`config.mk`:
```
export PLATFORM = sky130hd
export DESIGN_NAME = wb_arbiter
export DESIGN_NICKNAME = d
export VERILOG_FILES = /design/src/rtl/rv_pkg.sv /design/src/rtl/wb_arbiter_ld_ext.sv /design/src/rtl/wb_arbiter.sv
export SDC_FILE = /design/constraint.sdc
export NUM_CORES = 1
export LEC_CHECK = 0
export CORE_UTILIZATION = 30
export DETAILED_ROUTE_END_ITERATION = 16
export PLACE_DENSITY = 0.51
export RECOVER_POWER = 100
export SLEW_MARGIN = 0
export SYNTH_ARGS = -nofsm -noshare
export SYNTH_HDL_FRONTEND = slang
export SYNTH_SLANG_ARGS = --single-unit
```
`constraint.sdc`:
```
create_clock -name clk -period 5.46 [get_ports clk]
set_clock_uncertainty 0.15 [all_clocks]
set_input_delay 1.365 -clock clk [delete_from_list [all_inputs] [get_ports clk]]
set_output_delay 1.365 -clock clk [all_outputs]
set_load 0.01 [all_outputs]
```
`src/rtl/rv_pkg.sv`:
```
// Shared RV constants, load funct3 encodings and writeback types.
package rv_pkg;

   localparam int XLEN = 64;
   localparam int NREG = 32;
   localparam int RW   = 5;

   localparam logic [2:0] LB  = 3'b000;
   localparam logic [2:0] LH  = 3'b001;
   localparam logic [2:0] LW  = 3'b010;
   localparam logic [2:0] LD  = 3'b011;
   localparam logic [2:0] LBU = 3'b100;
   localparam logic [2:0] LHU = 3'b101;
   localparam logic [2:0] LWU = 3'b110;

   typedef enum logic {
      SKID_EMPTY = 1'b0,
      SKID_FULL  = 1'b1
   } skid_state_t;

   // One register-file write: destination plus data.
   typedef struct packed {
      logic [RW-1:0]   rd;
      logic [XLEN-1:0] data;
   } wb_beat_t;

endpackage

```
`src/rtl/wb_arbiter_ld_ext.sv`:
```
// Load data lane select and sign/zero extension (purely combinational).
module ld_ext
   import rv_pkg::*;
(
   input  logic [XLEN-1:0] rdata,
   input  logic [2:0]      funct3,
   input  logic [2:0]      offset,
   output logic [XLEN-1:0] wdata
);

   logic [7:0]  lane_b;
   logic [15:0] lane_h;
   logic [31:0] lane_w;

   // Offset bits below the access size are dropped, so misaligned offsets
   // simply snap down to the containing lane.
   assign lane_b = 8'(rdata >> {offset, 3'b000});
   assign lane_h = 16'(rdata >> {offset[2:1], 4'b0000});
   assign lane_w = 32'(rdata >> {offset[2], 5'b00000});

   // Extend the selected lane; 3'b111 falls through to the full doubleword.
   always_comb begin
      wdata = rdata;
      case (funct3)
         LB:      wdata = {{(XLEN-8){lane_b[7]}}, lane_b};
         LH:      wdata = {{(XLEN-16){lane_h[15]}}, lane_h};
         LW:      wdata = {{(XLEN-32){lane_w[31]}}, lane_w};
         LBU:     wdata = {{(XLEN-8){1'b0}}, lane_b};
         LHU:     wdata = {{(XLEN-16){1'b0}}, lane_h};
         LWU:     wdata = {{(XLEN-32){1'b0}}, lane_w};
         default: wdata = rdata;
      endcase
   end

endmodule

```
`src/rtl/wb_arbiter.sv`:
```
// Writeback arbiter: merges ALU and load-return streams onto the single
// register-file write port, with a one-entry ALU skid buffer and a
// pending-load scoreboard for decode RAW stalls.
module wb_arbiter #(
   parameter int XLEN = 64,
   parameter int NREG = 32
) (
   input  logic            clk,
   input  logic            rst_n,
   input  logic            i_alu_valid,
   output logic            o_alu_ready,
   input  logic [4:0]      i_alu_rd,
   input  logic [XLEN-1:0] i_alu_wdata,
   input  logic            i_ld_issue,
   input  logic [4:0]      i_ld_issue_rd,
   input  logic            i_ld_valid,
   input  logic [4:0]      i_ld_rd,
   input  logic [XLEN-1:0] i_ld_rdata,
   input  logic [2:0]      i_ld_funct3,
   input  logic [2:0]      i_ld_offset,
   output logic            o_wen,
   output logic [4:0]      o_waddr,
   output logic [XLEN-1:0] o_wdata,
   input  logic [4:0]      i_rs1_addr,
   input  logic [4:0]      i_rs2_addr,
   output logic            o_rs1_busy,
   output logic            o_rs2_busy
);

   import rv_pkg::*;

   skid_state_t     state_q, state_d;
   wb_beat_t        skid_q, skid_d, wr_beat;
   logic            wr_vld, wr_en, alu_acc;
   logic [XLEN-1:0] ld_wdata;
   logic [NREG-1:0] busy_q, busy_set, busy_clr;
   logic            issue_conflict;

   ld_ext u_ld_ext (
      .rdata  (i_ld_rdata),
      .funct3 (i_ld_funct3),
      .offset (i_ld_offset),
      .wdata  (ld_wdata)
   );

   // Ready comes straight from the skid state so it never depends on inputs.
   assign o_alu_ready = (state_q == SKID_EMPTY);
   assign alu_acc     = i_alu_valid & o_alu_ready;

   // Source select: load > buffered ALU > direct ALU. An ALU beat accepted
   // alongside a load parks in the skid.
   always_comb begin
      state_d = state_q;
      skid_d  = skid_q;
      wr_vld  = 1'b0;
      wr_beat = '0;
      if (i_ld_valid) begin
         wr_vld       = 1'b1;
         wr_beat.rd   = i_ld_rd;
         wr_beat.data = ld_wdata;
         if (alu_acc) begin
            state_d     = SKID_FULL;
            skid_d.rd   = i_alu_rd;
            skid_d.data = i_alu_wdata;
         end
      end else if (state_q == SKID_FULL) begin
         wr_vld  = 1'b1;
         wr_beat = skid_q;
         state_d = SKID_EMPTY;
      end else if (alu_acc) begin
         wr_vld       = 1'b1;
         wr_beat.rd   = i_alu_rd;
         wr_beat.data = i_alu_wdata;
      end
   end

   // x0 writes are consumed but never reach the register file.
   assign wr_en = wr_vld & (wr_beat.rd != 5'd0);

   // Skid state register.
   always_ff @(posedge clk or negedge rst_n) begin
      if (!rst_n) state_q <= SKID_EMPTY;
      else        state_q <= state_d;
   end

   // Skid payload register.
   always_ff @(posedge clk or negedge rst_n) begin
      if (!rst_n) skid_q <= '0;
      else        skid_q <= skid_d;
   end

   // Register-file write port; address/data hold while idle.
   always_ff @(posedge clk or negedge rst_n) begin
      if (!rst_n) begin
         o_wen   <= 1'b0;
         o_waddr <= '0;
         o_wdata <= '0;
      end else begin
         o_wen <= wr_en;
         if (wr_en) begin
            o_waddr <= wr_beat.rd;
            o_wdata <= wr_beat.data;
         end
      end
   end

   // Scoreboard set/clear masks; clear lands on the edge the load writes.
   always_comb begin
      busy_set = '0;
      busy_clr = '0;
      if (i_ld_issue && (i_ld_issue_rd != 5'd0)) busy_set = NREG'(1) << i_ld_issue_rd;
      if (i_ld_valid)                            busy_clr = NREG'(1) << i_ld_rd;
   end

   // Pending-load bits; a same-cycle set beats the clear.
   always_ff @(posedge clk or negedge rst_n) begin
      if (!rst_n) busy_q <= '0;
      else        busy_q <= (busy_q & ~busy_clr) | busy_set;
   end

   assign o_rs1_busy = busy_q[i_rs1_addr] & (i_rs1_addr != 5'd0);
   assign o_rs2_busy = busy_q[i_rs2_addr] & (i_rs2_addr != 5'd0);

   // Issuing to a register that still has a load in flight is illegal,
   // unless that load is returning on this very edge.
   assign issue_conflict = i_ld_issue && (i_ld_issue_rd != 5'd0) &&
                           busy_q[i_ld_issue_rd] &&
                           !(i_ld_valid && (i_ld_rd == i_ld_issue_rd));

   a_issue_to_busy : assert property (@(posedge clk) disable iff (!rst_n) !issue_conflict);

endmodule

```
==> parameters.txt, run 1 <==
Parameter                              Value

Floorplan
  Core area    0.0334 mm²
  Floorplan die area    0.0347 mm²
  Initial standard-cell utilization of the core    0.305
  I/O pin cnt    237
  Row Count    67
  Floorplan die height    186 µm
  Die width    186 µm

Placement
  Placed Cells    1552
  Post-DP HPWL    27200 µm
  Global placement routability congestion    0.919
  IO buf count    236

Cells and area
  Final net count    1287
  Commonest cells after routing, fill and taps aside    dfrtp_1, clkdlybuf4s50_1, mux2_2
  Filler instances    3312
  Layout-stage area growth over the synthesis result    31.3%
  Most frequent standard cell in the layout excluding fill and tap cells    dfrtp_1
  Post-layout instance count excluding filler cells    1588
  Share of post-route cells with drive strength above 1    0.171

Routing
  Number of vias per cell after detailed routing    5.56
  Vias    8834
  Detailed Route Iter0 Violations    613
  Average wire per standard cell    23.8 µm
  DR pass1 iterations    8
  Post-route antenna net violation count    0
  Total Wirelength    37800 µm
  Number of DRC violations after detailed routing    0

Yosys
  Post-synthesis net count    1093
  Post-synth EDFFs    0
  Leading cell types by total area after synthesis    dfrtp_1, mux2_2, mux4_2
  Post-synthesis register bit count    171
  Sequential-to-total area share from yosys stat    0.420
  Largest family of logic cells by synthesized area    multiplexers
  Yosys cell types    55
  Synth Area in Compound Gates    0.205
  Yosys top cell area share    0.420
  Share of synthesized flip-flops with an asynchronous set or reset    1.00
  Average cell area after synthesis    11.0 µm²
  Post-synthesis cell count    929
  Post-synthesis cell area    0.0102 mm²
  Arithmetic-cell share of the synthesized area counting full adders, half adders and majority gates    0
  Post-synthesis xor/xnor area fraction    0
  Most used DFF post-synth    dfrtp_1
  Post-synthesis mux area share    0.241
  Count of warnings emitted by yosys    0
  Post-synthesis simple-gate area fraction    0.0923
  Largest area contributor in the synthesized netlist    dfrtp_1

Global routing
  Grt total ovfl    0
  Gr usage total    0.218
  Maximum number of pins on one net before global-route repair    92
  Vias in the first global route    8913
  Global-route wire length before repair    57100 µm
  Initial antenna violation count    8

Worst setup path
  Critical Path Source Type    input pin
  Critical path required time    3940 ps
  Worst setup path start    i_rs2_addr[0]
  Crit-path max FO    9
  Arrival time reported for the critical path endpoint    3730 ps
  Origin of the critical flop-to-flop path    state_q
  Critical Setup Path Class    in -> out
  Critical path endpoint category    primary output
  Logic depth of the worst register-to-register path    6

Pwr
  Peak VDD IR    220 µV
  Power density over the cells    299 mW/mm²
  Leakage dissipation    5.21 nW

CTS
  CTS HTree Levels    4
  Hold bufs inserted after CTS    0
  Root buffer selected by CTS    clkbuf_16
  Post-CTS Setup Bufs    0
  Buffers from clock root to sink, at most    2
  Post_cts resized    0
  # clock sinks    171
  Reg clk slew, reported paths    70 ps
  Clock tree from TritonCTS    yes
  CTS Buf Count    17
  Clock latency of the later-clocked register in the worst-skew pair    450 ps

Timing
  Final-layout setup total negative slack    0 ps
  Worst-case hold slack    329 ps
  Final critical delay including setup and external delays    5240 ps
  Share of the cycle needed by the critical path after routing    0.960
  Total count of max-transition violations in the final report    194
  Setup repair after global routing missed its margin    no
  Slew at the pin closest to its max-slew limit    3470 ps
  Slew margin rel.    -1.31
  Final-report setup violation count    0
  Highest Clock Rate    0.191 GHz
  Count of final hold-check violations    0

Worst hold path
  Min-Delay Path Class    reg -> reg
  Hold depth    1
  Startpoint of the most critical hold path    o_waddr[3]

Status
  Failing checks    max-capacitance violations, max-slew violations
  Run status    finished with violations

Job
  Number of maximum-capacitance violations    4
==> worst paths after layout <==
| check | to | slack, ps |
|---|---|---|
| setup / recovery | o_rs2_busy | 220 |
| setup reg to reg | o_wdata[14] | 690 |
| max in group asynchronous | skid_q[8] | 830 |
| hold / removal | o_waddr[3] | 330 |
| hold reg to reg | o_waddr[3] | 330 |
| min in group asynchronous | skid_q[55] | 2100 |
==> worst max-delay path, cell delays in order <==
cell and delay [ps]:
clkdlybuf4s50_1 460, buf_4 190, mux4_2 500, mux4_2 470, mux2_2 270, clkdlybuf4s50_1 470
==> registers in the layout, indices dropped and copies added (netlist names) <==
register and count:
skid_q 69, o_wdata 64, busy_q 31, o_waddr 5, o_wen 1, state_q 1
==> synth_stat cells, types with 5 or more instances <==
| master | number |
|---|---|
| a21o_1 | 5 |
| a21oi_1 | 30 |
| a221oi_1 | 44 |
| a22oi_1 | 22 |
| a2bb2oi_1 | 15 |
| a41oi_1 | 32 |
| buf_1 | 16 |
| buf_2 | 14 |
| buf_6 | 7 |
| clkbuf_1 | 49 |
| dfrtp_1 | 171 |
| mux2_2 | 90 |
| mux2_4 | 39 |
| mux2i_1 | 18 |
| mux4_2 | 30 |
| nand2_1 | 70 |
| nand2b_1 | 9 |
| nand3_1 | 13 |
| nand3b_1 | 12 |
| nor2_1 | 38 |
| nor2b_1 | 13 |
| nor3_1 | 11 |
| o21ai_0 | 74 |
| o221ai_1 | 12 |
| o22ai_1 | 23 |
| o31ai_1 | 12 |
==> per-layer routing <==
metal / global-route usage / vias to the layer above / part of all wire
met2: 0.333 / 307 / 0.45
met3: 0.0540 / 52 / 0.061
met5: 0 / - / 0.0014
met1: 0.302 / 4439 / 0.46
met4: 0.0690 / 8 / 0.021
li1: - / 4028 / -
==> where the power goes <==
group	internal, mW	switching (mW)
Sequential	1.49	0.164
Clock	0.783	0.562
Combinational	0.541	0.465
Total	2.81	1.19
==> per-stage QoR <==
step / worst slack (ps) / utilization / total power, mW / cell area (µm²)
2_1_floorplan: 900 / - / 2.21 / 10200
3_3_place_gp: 87.3 / 0.387 / 2.74 / 12900
3_5_place_dp: 42.1 / 0.387 / 2.76 / 12900
4_1_cts: 33.0 / 0.406 / 4.12 / 13600
5_1_grt: 166 / 0.400 / 4.20 / 13400
6_report: 218 / 0.400 / 4.00 / 13400
==> cells by family (layout without fill, tap and decap cells) <==
| logic type | after synthesis | in the layout |
|---|---|---|
| AOI/OAI and AO/OA | 298 | 298 |
| buffers and inverters | 93 | 300 |
| DFF | 171 | 171 |
| muxes | 177 | 177 |
| other | 0 | 4 |
| and+or+nand+nor | 190 | 190 |
==> layout make-up <==
type	instances	area [µm²]	share of cell area
diodes	4	10.0	0.000748
flip-flops and latches	171	4280	0.320
well taps	448	561	0.0419
inverters	5	18.8	0.00140
multi-input cells	665	5320	0.398
clock buffers	19	443	0.0331
clock inverters	13	188	0.0140
repair buffers	263	2560	0.191
Note: power is estimated with default switching activity, not from simulation.
==> inputs of run 2 (changes only) <==
Settings changed: CTS_BUF_LIST set to sky130_fd_sc_hd__clkbuf_8, PLACE_DENSITY 0.51 to 0.5, SYNTH_HIERARCHICAL set to 1.
==> run 2 against run 1 <==
  * The flow still finishes with violations (max-capacitance violations, max-slew violations)
  * Wire length shrank 5.0%
  * Die area grew 1.6%
  * Cell area shrank 0.33%
  * Global-route usage shrank 1.1 points
  * Register-to-register slack gained 1100 ps
  * First-iteration DRC count grew 2.6%
  * Combinational power is essentially flat
  * Highest routed layer unchanged
  * Largest power group unchanged
  * Non-clock buffer count shrank 5
==> parameters.txt, run 2 <==
Parameter                              Value

Cells and area
  Final net count    1355 (+5.3%)
  Largest registers ranked by flip-flop count    skid_q x69, o_wdata x64, busy_q x31
  Post-layout instance count excluding filler cells    1658 (+4.4%)
  Commonest cells after routing, fill and taps aside    dfrtp_1, clkdlybuf4s50_1, o21ai_0
  Area used by sequential logic in the layout    0.00428 mm² (about the same)
  Max FFs per register    69 (unchanged)
  Layout-stage area growth over the synthesis result    28.8%
  Final cell utilization of the core    0.395 (-0.00527)
  Most frequent standard cell in the layout excluding fill and tap cells    dfrtp_1
  Most flop-heavy register    skid_q
  Filler instances    3406 (+2.8%)
  Share of post-route cells with drive strength above 1    0.201 (+0.0302)
  Total area of multi-input combinational cells    0.00554 mm² (+4.0%)

Timing
  Final-layout setup total negative slack    0 ps (unchanged)
  Slew at the pin closest to its max-slew limit    3100 ps (-365 ps)
  Count of final hold-check violations    0 (unchanged)
  Slew margin rel.    -1.07 (+0.243)
  Total count of max-transition violations in the final report    232 (+20%)
  Setup repair after global routing missed its margin    no
  Final-report setup violation count    0 (unchanged)
  Highest Clock Rate    0.188 GHz (-1.5%)
  Share of the cycle needed by the critical path after routing    0.975 (+0.0145)
  Final critical delay including setup and external delays    5320 ps (+79.3 ps)

Routing
  Total Wirelength    35900 µm (-5.0%)
  Number of vias per cell after detailed routing    5.19 (-6.6%)
  Detailed Route Iter0 Violations    629 (+2.6%)
  Number of DRC violations after detailed routing    0 (unchanged)
  DR pass1 iterations    5 (-3)
  Post-route antenna net violation count    0 (unchanged)
  Vias    8613 (-2.5%)
  Average wire per standard cell    21.7 µm (-9.0%)

Pwr
  Power density over the cells    266 mW/mm² (-11%)
  PnR Total Power    3.55 mW (-11%)
  Peak VDD IR    159 µV (-28%)
  Leakage dissipation    5.51 nW (+5.7%)

Floorplan
  Core area    0.0338 mm² (+1.0%)
  Floorplan die height    188 µm (+0.80%)
  Die width    188 µm (+0.80%)
  Row Count    67 (unchanged)
  Initial standard-cell utilization of the core    0.307 (+0.00186)
  I/O pin cnt    237 (unchanged)
  Floorplan die area    0.0353 mm² (+1.6%)

Worst setup path
  Crit-path max FO    9 (unchanged)
  Arrival time reported for the critical path endpoint    3810 ps (+80 ps)
  Register-to-register path setup slack    1770 ps (+1080 ps)
  Critical path required time    3940 ps (about the same)
  Critical Setup Path Class    in -> out
  Critical path endpoint category    primary output
  Critical Path Source Type    input pin

Global routing
  Most heavily used metal layer in global routing    met2
  Vias in the first global route    8837 (-0.85%)
  GRT met1 Usage    0.286 (-0.0156)
  Grt total ovfl    0 (unchanged)
  Maximum number of pins on one net before global-route repair    76 (-17%)
  Met3 global-route usage    0.0451 (-0.00887)
  Initial antenna violation count    7 (-1)
  Gr usage total    0.207 (-0.0107)
  Global-route wire length before repair    55300 µm (-3.2%)
  Met2 layer usage reported by global route    0.317 (-0.0161)

Status
  Run status    finished with violations
  Failing checks    max-capacitance violations, max-slew violations

Yosys
  Most used DFF post-synth    dfrtp_1
  Post-synthesis net count    1157 (+5.9%)
  Post-synth EDFFs    0 (unchanged)
  Largest area contributor in the synthesized netlist    dfrtp_1
  Post-synthesis cell area    0.0104 mm² (+1.6%)
  Sequential-to-total area share from yosys stat    0.413 (-0.00670)
  Yosys top cell area share    0.413 (-0.00670)
  Most numerous cell in the Yosys netlist    dfrtp_1
  Post-synthesis cell count    993 (+6.9%)
  Average cell area after synthesis    10.4 µm² (-4.9%)
  Yosys cell types    44 (-20%)
  Leading cell types by total area after synthesis    dfrtp_1, mux2_2, o21ai_0
  Most frequent cells after synthesis    dfrtp_1, o21ai_0, nand2_1
  Count of warnings emitted by yosys    6 (+6)
  Post-synthesis register bit count    171 (unchanged)
  Share of synthesized flip-flops with an asynchronous set or reset    1.00 (unchanged)

CTS
  Post-CTS Setup Bufs    0 (unchanged)
  CTS Buf Count    17 (unchanged)
  Buffers from clock root to sink, at most    2 (unchanged)
  Clock latency of the later-clocked register in the worst-skew pair    500 ps (+50 ps)
  # clock sinks    171 (unchanged)
  Reg clk slew, reported paths    100 ps (+30 ps)
  Root buffer selected by CTS    clkbuf_8
  CTS HTree Levels    4 (unchanged)
  Post_cts resized    0 (unchanged)
  Hold bufs inserted after CTS    0 (unchanged)
  Clock tree from TritonCTS    yes

Worst hold path
  Min-Delay Path Class    reg -> reg

Placement
  Global placement routability congestion    0.873 (-5.0%)
  Post-DP HPWL    26100 µm (-4.2%)
  IO buf count    236 (unchanged)
  Placed Cells    1620 (+4.4%)

Job
  Number of maximum-capacitance violations    4 (unchanged)
[run 2: cell count changes in the layout (fill, tap and decap cells not counted), moves of 30 or more]
cell and delta:
a221oi_1 -44, a22oi_1 +50, nand2_1 +60, o21ai_0 +66
a41oi_1 -32, nand2_2 +30
[run 2: logic make-up after synthesis]
family	count (synthesis)	share of synthesized area
buffers and inverters	84	0.0385
and+or+nand+nor	250	0.114
AOI/OAI and AO/OA	281	0.163
DFF	171	0.413
muxes	207	0.271
[run 2: final cells by class]
| type | count | area share |
|---|---|---|
| antenna | 6 | 0.00113 |
| clock buffer | 18 | 0.0186 |
| clock inverter | 14 | 0.0105 |
| inverter | 5 | 0.00141 |
| multi-input combinational | 738 | 0.415 |
| sequential | 171 | 0.321 |
| tap | 448 | 0.0420 |
| timing repair buffer | 258 | 0.190 |
[run 2: per-layer routing]
layer / part of all wire / up-vias / wire length [µm]
met5: 0.00031 / - / 11
met3: 0.057 / 41 / 2040
met4: 0.024 / 2 / 873
met2: 0.46 / 242 / 16400
met1: 0.46 / 4288 / 16600
li1: - / 4040 / -
[run 2: per-stage QoR]
stage	hold WS (ps)	worst slack, ps	area (µm²)
global placement	337	174	13100
CTS	366	149	13500
finish	346	138	13300
global route	371	60.2	13300
floorplan	327	1090	10400
detailed placement	344	160	13100
[run 2: where the power goes]
group          leakage [nW]  total (mW)  internal (mW)  switching (mW)
combinational          3.23        1.00          0.543           0.462
clock                 0.196       0.926          0.385           0.541
sequential             2.08        1.62           1.48           0.136
total                  5.51        3.55           2.41            1.14
[run 2: worst paths after layout]
path                                from          end  depth (start not counted)
min in group asynchronous          rst_n  o_wdata[33]                          1
min                          o_wdata[31]  o_wdata[31]                          1
max reg2reg                      state_q  o_wdata[27]                          6
min reg2reg                  o_wdata[31]  o_wdata[31]                          1
max                        i_rs1_addr[0]   o_rs1_busy                          6
max in group asynchronous          rst_n   o_wdata[4]                          2
[run 2: worst max-delay path: stages]
cell	delay, ps
clkdlybuf4s50_1	450
clkbuf_4	220
mux4_2	520
mux4_2	480
mux2_2	280
clkdlybuf4s50_1	480
==> inputs of run 3 (changes only) <==
Clock period 5.46 ns to 5.2 ns, I/O delays scaled along.
==> run 3 against run 2 <==
  * The run still ends with max-capacitance violations, max-slew violations left
  * Combinational power is 5% higher
  * Largest cell class unchanged
  * Sequential share of layout area fell by 0.12 points
  * Via count increased by 0.30%
  * Setup slack got worse by 100 ps
  * Worst hold slack worse by 4.1 ps
  * First-iteration DRC count down 33%
  * Core utilization grew 0.13 points
  * Cell count up 0.12%
  * Power rose by 6.1%
  * Register-to-register slack worse by 1100 ps
  * Flip-flop and latch count did not move
  * Die area is the same
  * Largest power group unchanged
==> parameters.txt, run 3 (synthesis gave the netlist of run 2 again) <==
Parameter                              Value

Job
  Number of maximum-capacitance violations    3 (-1)

Global routing
  Gr usage total    0.211 (+0.00319)
  Global-route wire length before repair    56500 µm (+2.1%)
  Grt total ovfl    0 (unchanged)
  Maximum number of pins on one net before global-route repair    76 (unchanged)
  Initial antenna violation count    8 (+1)
  Vias in the first global route    8938 (+1.1%)

Cells and area
  Share of post-route cells with drive strength above 1    0.205 (+0.00398)
  Most frequent standard cell in the layout excluding fill and tap cells    dfrtp_1
  Total area of multi-input combinational cells    0.00554 mm² (about the same)
  Most flop-heavy register    skid_q
  Layout-stage area growth over the synthesis result    29.2%
  Commonest cells after routing, fill and taps aside    dfrtp_1, clkdlybuf4s50_1, o21ai_0
  Max FFs per register    69 (unchanged)
  Filler instances    3410 (+0.12%)
  Largest registers ranked by flip-flop count    skid_q x69, o_wdata x64, busy_q x31
  Area used by sequential logic in the layout    0.00428 mm² (about the same)
  Final net count    1356 (+0.074%)
  Post-layout instance count excluding filler cells    1660 (+0.12%)
  Final design area excluding fillers    0.0134 mm² (+0.34%)

CTS
  Clock tree from TritonCTS    yes
  CTS Buf Count    17 (unchanged)
  CTS HTree Levels    4 (unchanged)
  Reg clk slew, reported paths    100 ps (about the same)
  Clock latency of the later-clocked register in the worst-skew pair    500 ps (about the same)
  # clock sinks    171 (unchanged)
  Buffers from clock root to sink, at most    2 (unchanged)
  Root buffer selected by CTS    clkbuf_8

Floorplan
  Row Count    67 (unchanged)
  Initial standard-cell utilization of the core    0.307 (unchanged)
  Floorplan die area    0.0353 mm² (unchanged)
  Core area    0.0338 mm² (unchanged)
  Die width    188 µm (unchanged)
  Floorplan die height    188 µm (unchanged)
  I/O pin cnt    237 (unchanged)

Worst setup path
  Gate family responsible for the most delay along the worst path    multiplexers
  Critical Path Source Type    input pin
  Critical Setup Path Class    in -> out
  Critical path cell sequence    clkdlybuf4s50_1 > buf_12 > mux4_2 > mux4_2 > mux2_2 > clkdlybuf4s50_1
  Critical path required time    3750 ps (-190 ps)
  CP max stage delay    510 ps (about the same)
  Arrival time reported for the critical path endpoint    3720 ps (-90 ps)
  Slowest cell on crit path    clkdlybuf4s50_1
  Worst path buffer plus inverter count    3 (unchanged)
  Critical path endpoint category    primary output
  Crit-path max FO    9 (unchanged)

Timing
  Final-report setup violation count    0 (unchanged)
  Slew at the pin closest to its max-slew limit    3560 ps (+460 ps)
  Final-layout setup total negative slack    0 ps (unchanged)
  Total count of max-transition violations in the final report    176 (-24%)
  Count of final hold-check violations    0 (unchanged)
  Setup repair after global routing missed its margin    no
  Final critical delay including setup and external delays    5170 ps
  Slew margin rel.    -1.37 (-0.307)
  Share of the cycle needed by the critical path after routing    0.993
  Highest Clock Rate    0.194 GHz

Routing
  Detailed Route Iter0 Violations    423 (-33%)
  Total Wirelength    36100 µm (+0.41%)
  Vias    8639 (+0.30%)
  DR pass1 iterations    5 (unchanged)
  Number of DRC violations after detailed routing    0 (unchanged)
  Post-route antenna net violation count    0 (unchanged)
  Number of vias per cell after detailed routing    5.20 (+0.18%)
  Average wire per standard cell    21.7 µm (+0.29%)

Pwr
  Share of power burned in combinational logic    0.280 (-0.003)
  Peak VDD IR    204 µV (+28%)
  Power density over the cells    282 mW/mm² (+5.7%)
  Switching power summed over all nets    1.21 mW (+6.1%)
  Leakage dissipation    5.54 nW (+0.59%)
  Cell internal pwr    2.56 mW (+6.1%)
  Fraction of power spent switching nets    0.321 (about the same)
  Register share of total power    0.452 (-0.004)
  Share of total power in the clock network    0.268 (+0.007)

Status
  Failing checks    max-capacitance violations, max-slew violations
  Run status    finished with violations

Placement
  IO buf count    236 (unchanged)
  Post-DP HPWL    26600 µm (+1.8%)
  Placement-stage cell area    0.0132 mm² (+0.15%)
  Global placement routability congestion    0.860 (-1.6%)
  Placed Cells    1621 (+0.062%)

Worst hold path
  Min-Delay Path Class    reg -> reg
## run 3: cell types whose count changed in the layout (fill, tap and decap cells not counted), sizes merged
cell / delta
clkdlybuf4s50: -1
diode: +1
buf: +3
clkinvlp: -2
clkinv: +1
dlymetal6s4s: -1
dlymetal6s2s: +1
## run 3: per-stage QoR
stage / hold WS (ps) / power [mW] / setup slack (ps) / util
2_1_floorplan: 327 / 2.32 / 957 / -
3_3_place_gp: 337 / 2.84 / 56.1 / 0.389
4_1_cts: 366 / 3.89 / 19.2 / 0.402
5_1_grt: 367 / 3.99 / 12.3 / 0.396
6_report: 342 / 3.77 / 34.6 / 0.396
3_5_place_dp: 342 / 2.87 / 19.1 / 0.389
## run 3: worst register-to-register path: cells and delay by family, from the launching register on
kind | cells | cell delay [ps]
buffers and inverters | 1 | 720
AO/OA/AOI/OAI | 1 | 90
AND/OR/NAND/NOR | 3 | 1440
multiplexers | 1 | 440
flip-flops | 1 | 1600
## run 3: power groups by stage
stage	clock (mW)	combinational (mW)	sequential [mW]
2_1_floorplan	0	0.606	1.72
3_3_place_gp	0	1.11	1.73
3_5_place_dp	0	1.13	1.74
4_1_cts	1.04	1.13	1.71
5_1_grt	1.10	1.16	1.74
6_report	1.01	1.05	1.71
## run 3: layer usage
layer  up-vias  global-route usage  share of wire
li1       4033                   -              -
met1      4330               0.288           0.46
met2       245               0.332           0.47
met3        27              0.0511          0.058
met4         4              0.0538          0.012
met5         -                   0        0.00080
## run 3: path summary, 6_finish.rpt
kind | to | depth (start not counted) | start | slack (ps)
worst max-delay path | o_rs2_busy | 6 | i_rs2_addr[0] | 30
worst min-delay path | o_wdata[39] | 1 | o_wdata[39] | 340
worst max register to register | o_wdata[33] | 6 | state_q | 650
worst min register to register | o_wdata[39] | 1 | o_wdata[39] | 340
max in group asynchronous | o_wdata[38] | 2 | rst_n | 830
min in group asynchronous | o_wdata[35] | 1 | rst_n | 1840
## run 3: final cells by class
cell class | instances | share of cell area
clock inverter | 13 | 0.0109
antenna | 7 | 0.00131
sequential | 171 | 0.320
clock buffer | 19 | 0.0195
timing repair buffer | 259 | 0.191
inverter | 5 | 0.00140
tap | 448 | 0.0419
multi-input combinational | 738 | 0.414
## run 3: repair_timing
action	in CTS	in global routing
hold buffers	0	0
gates resized for setup	0	1
setup buffers	0	0
setup endpoints to repair	0	1
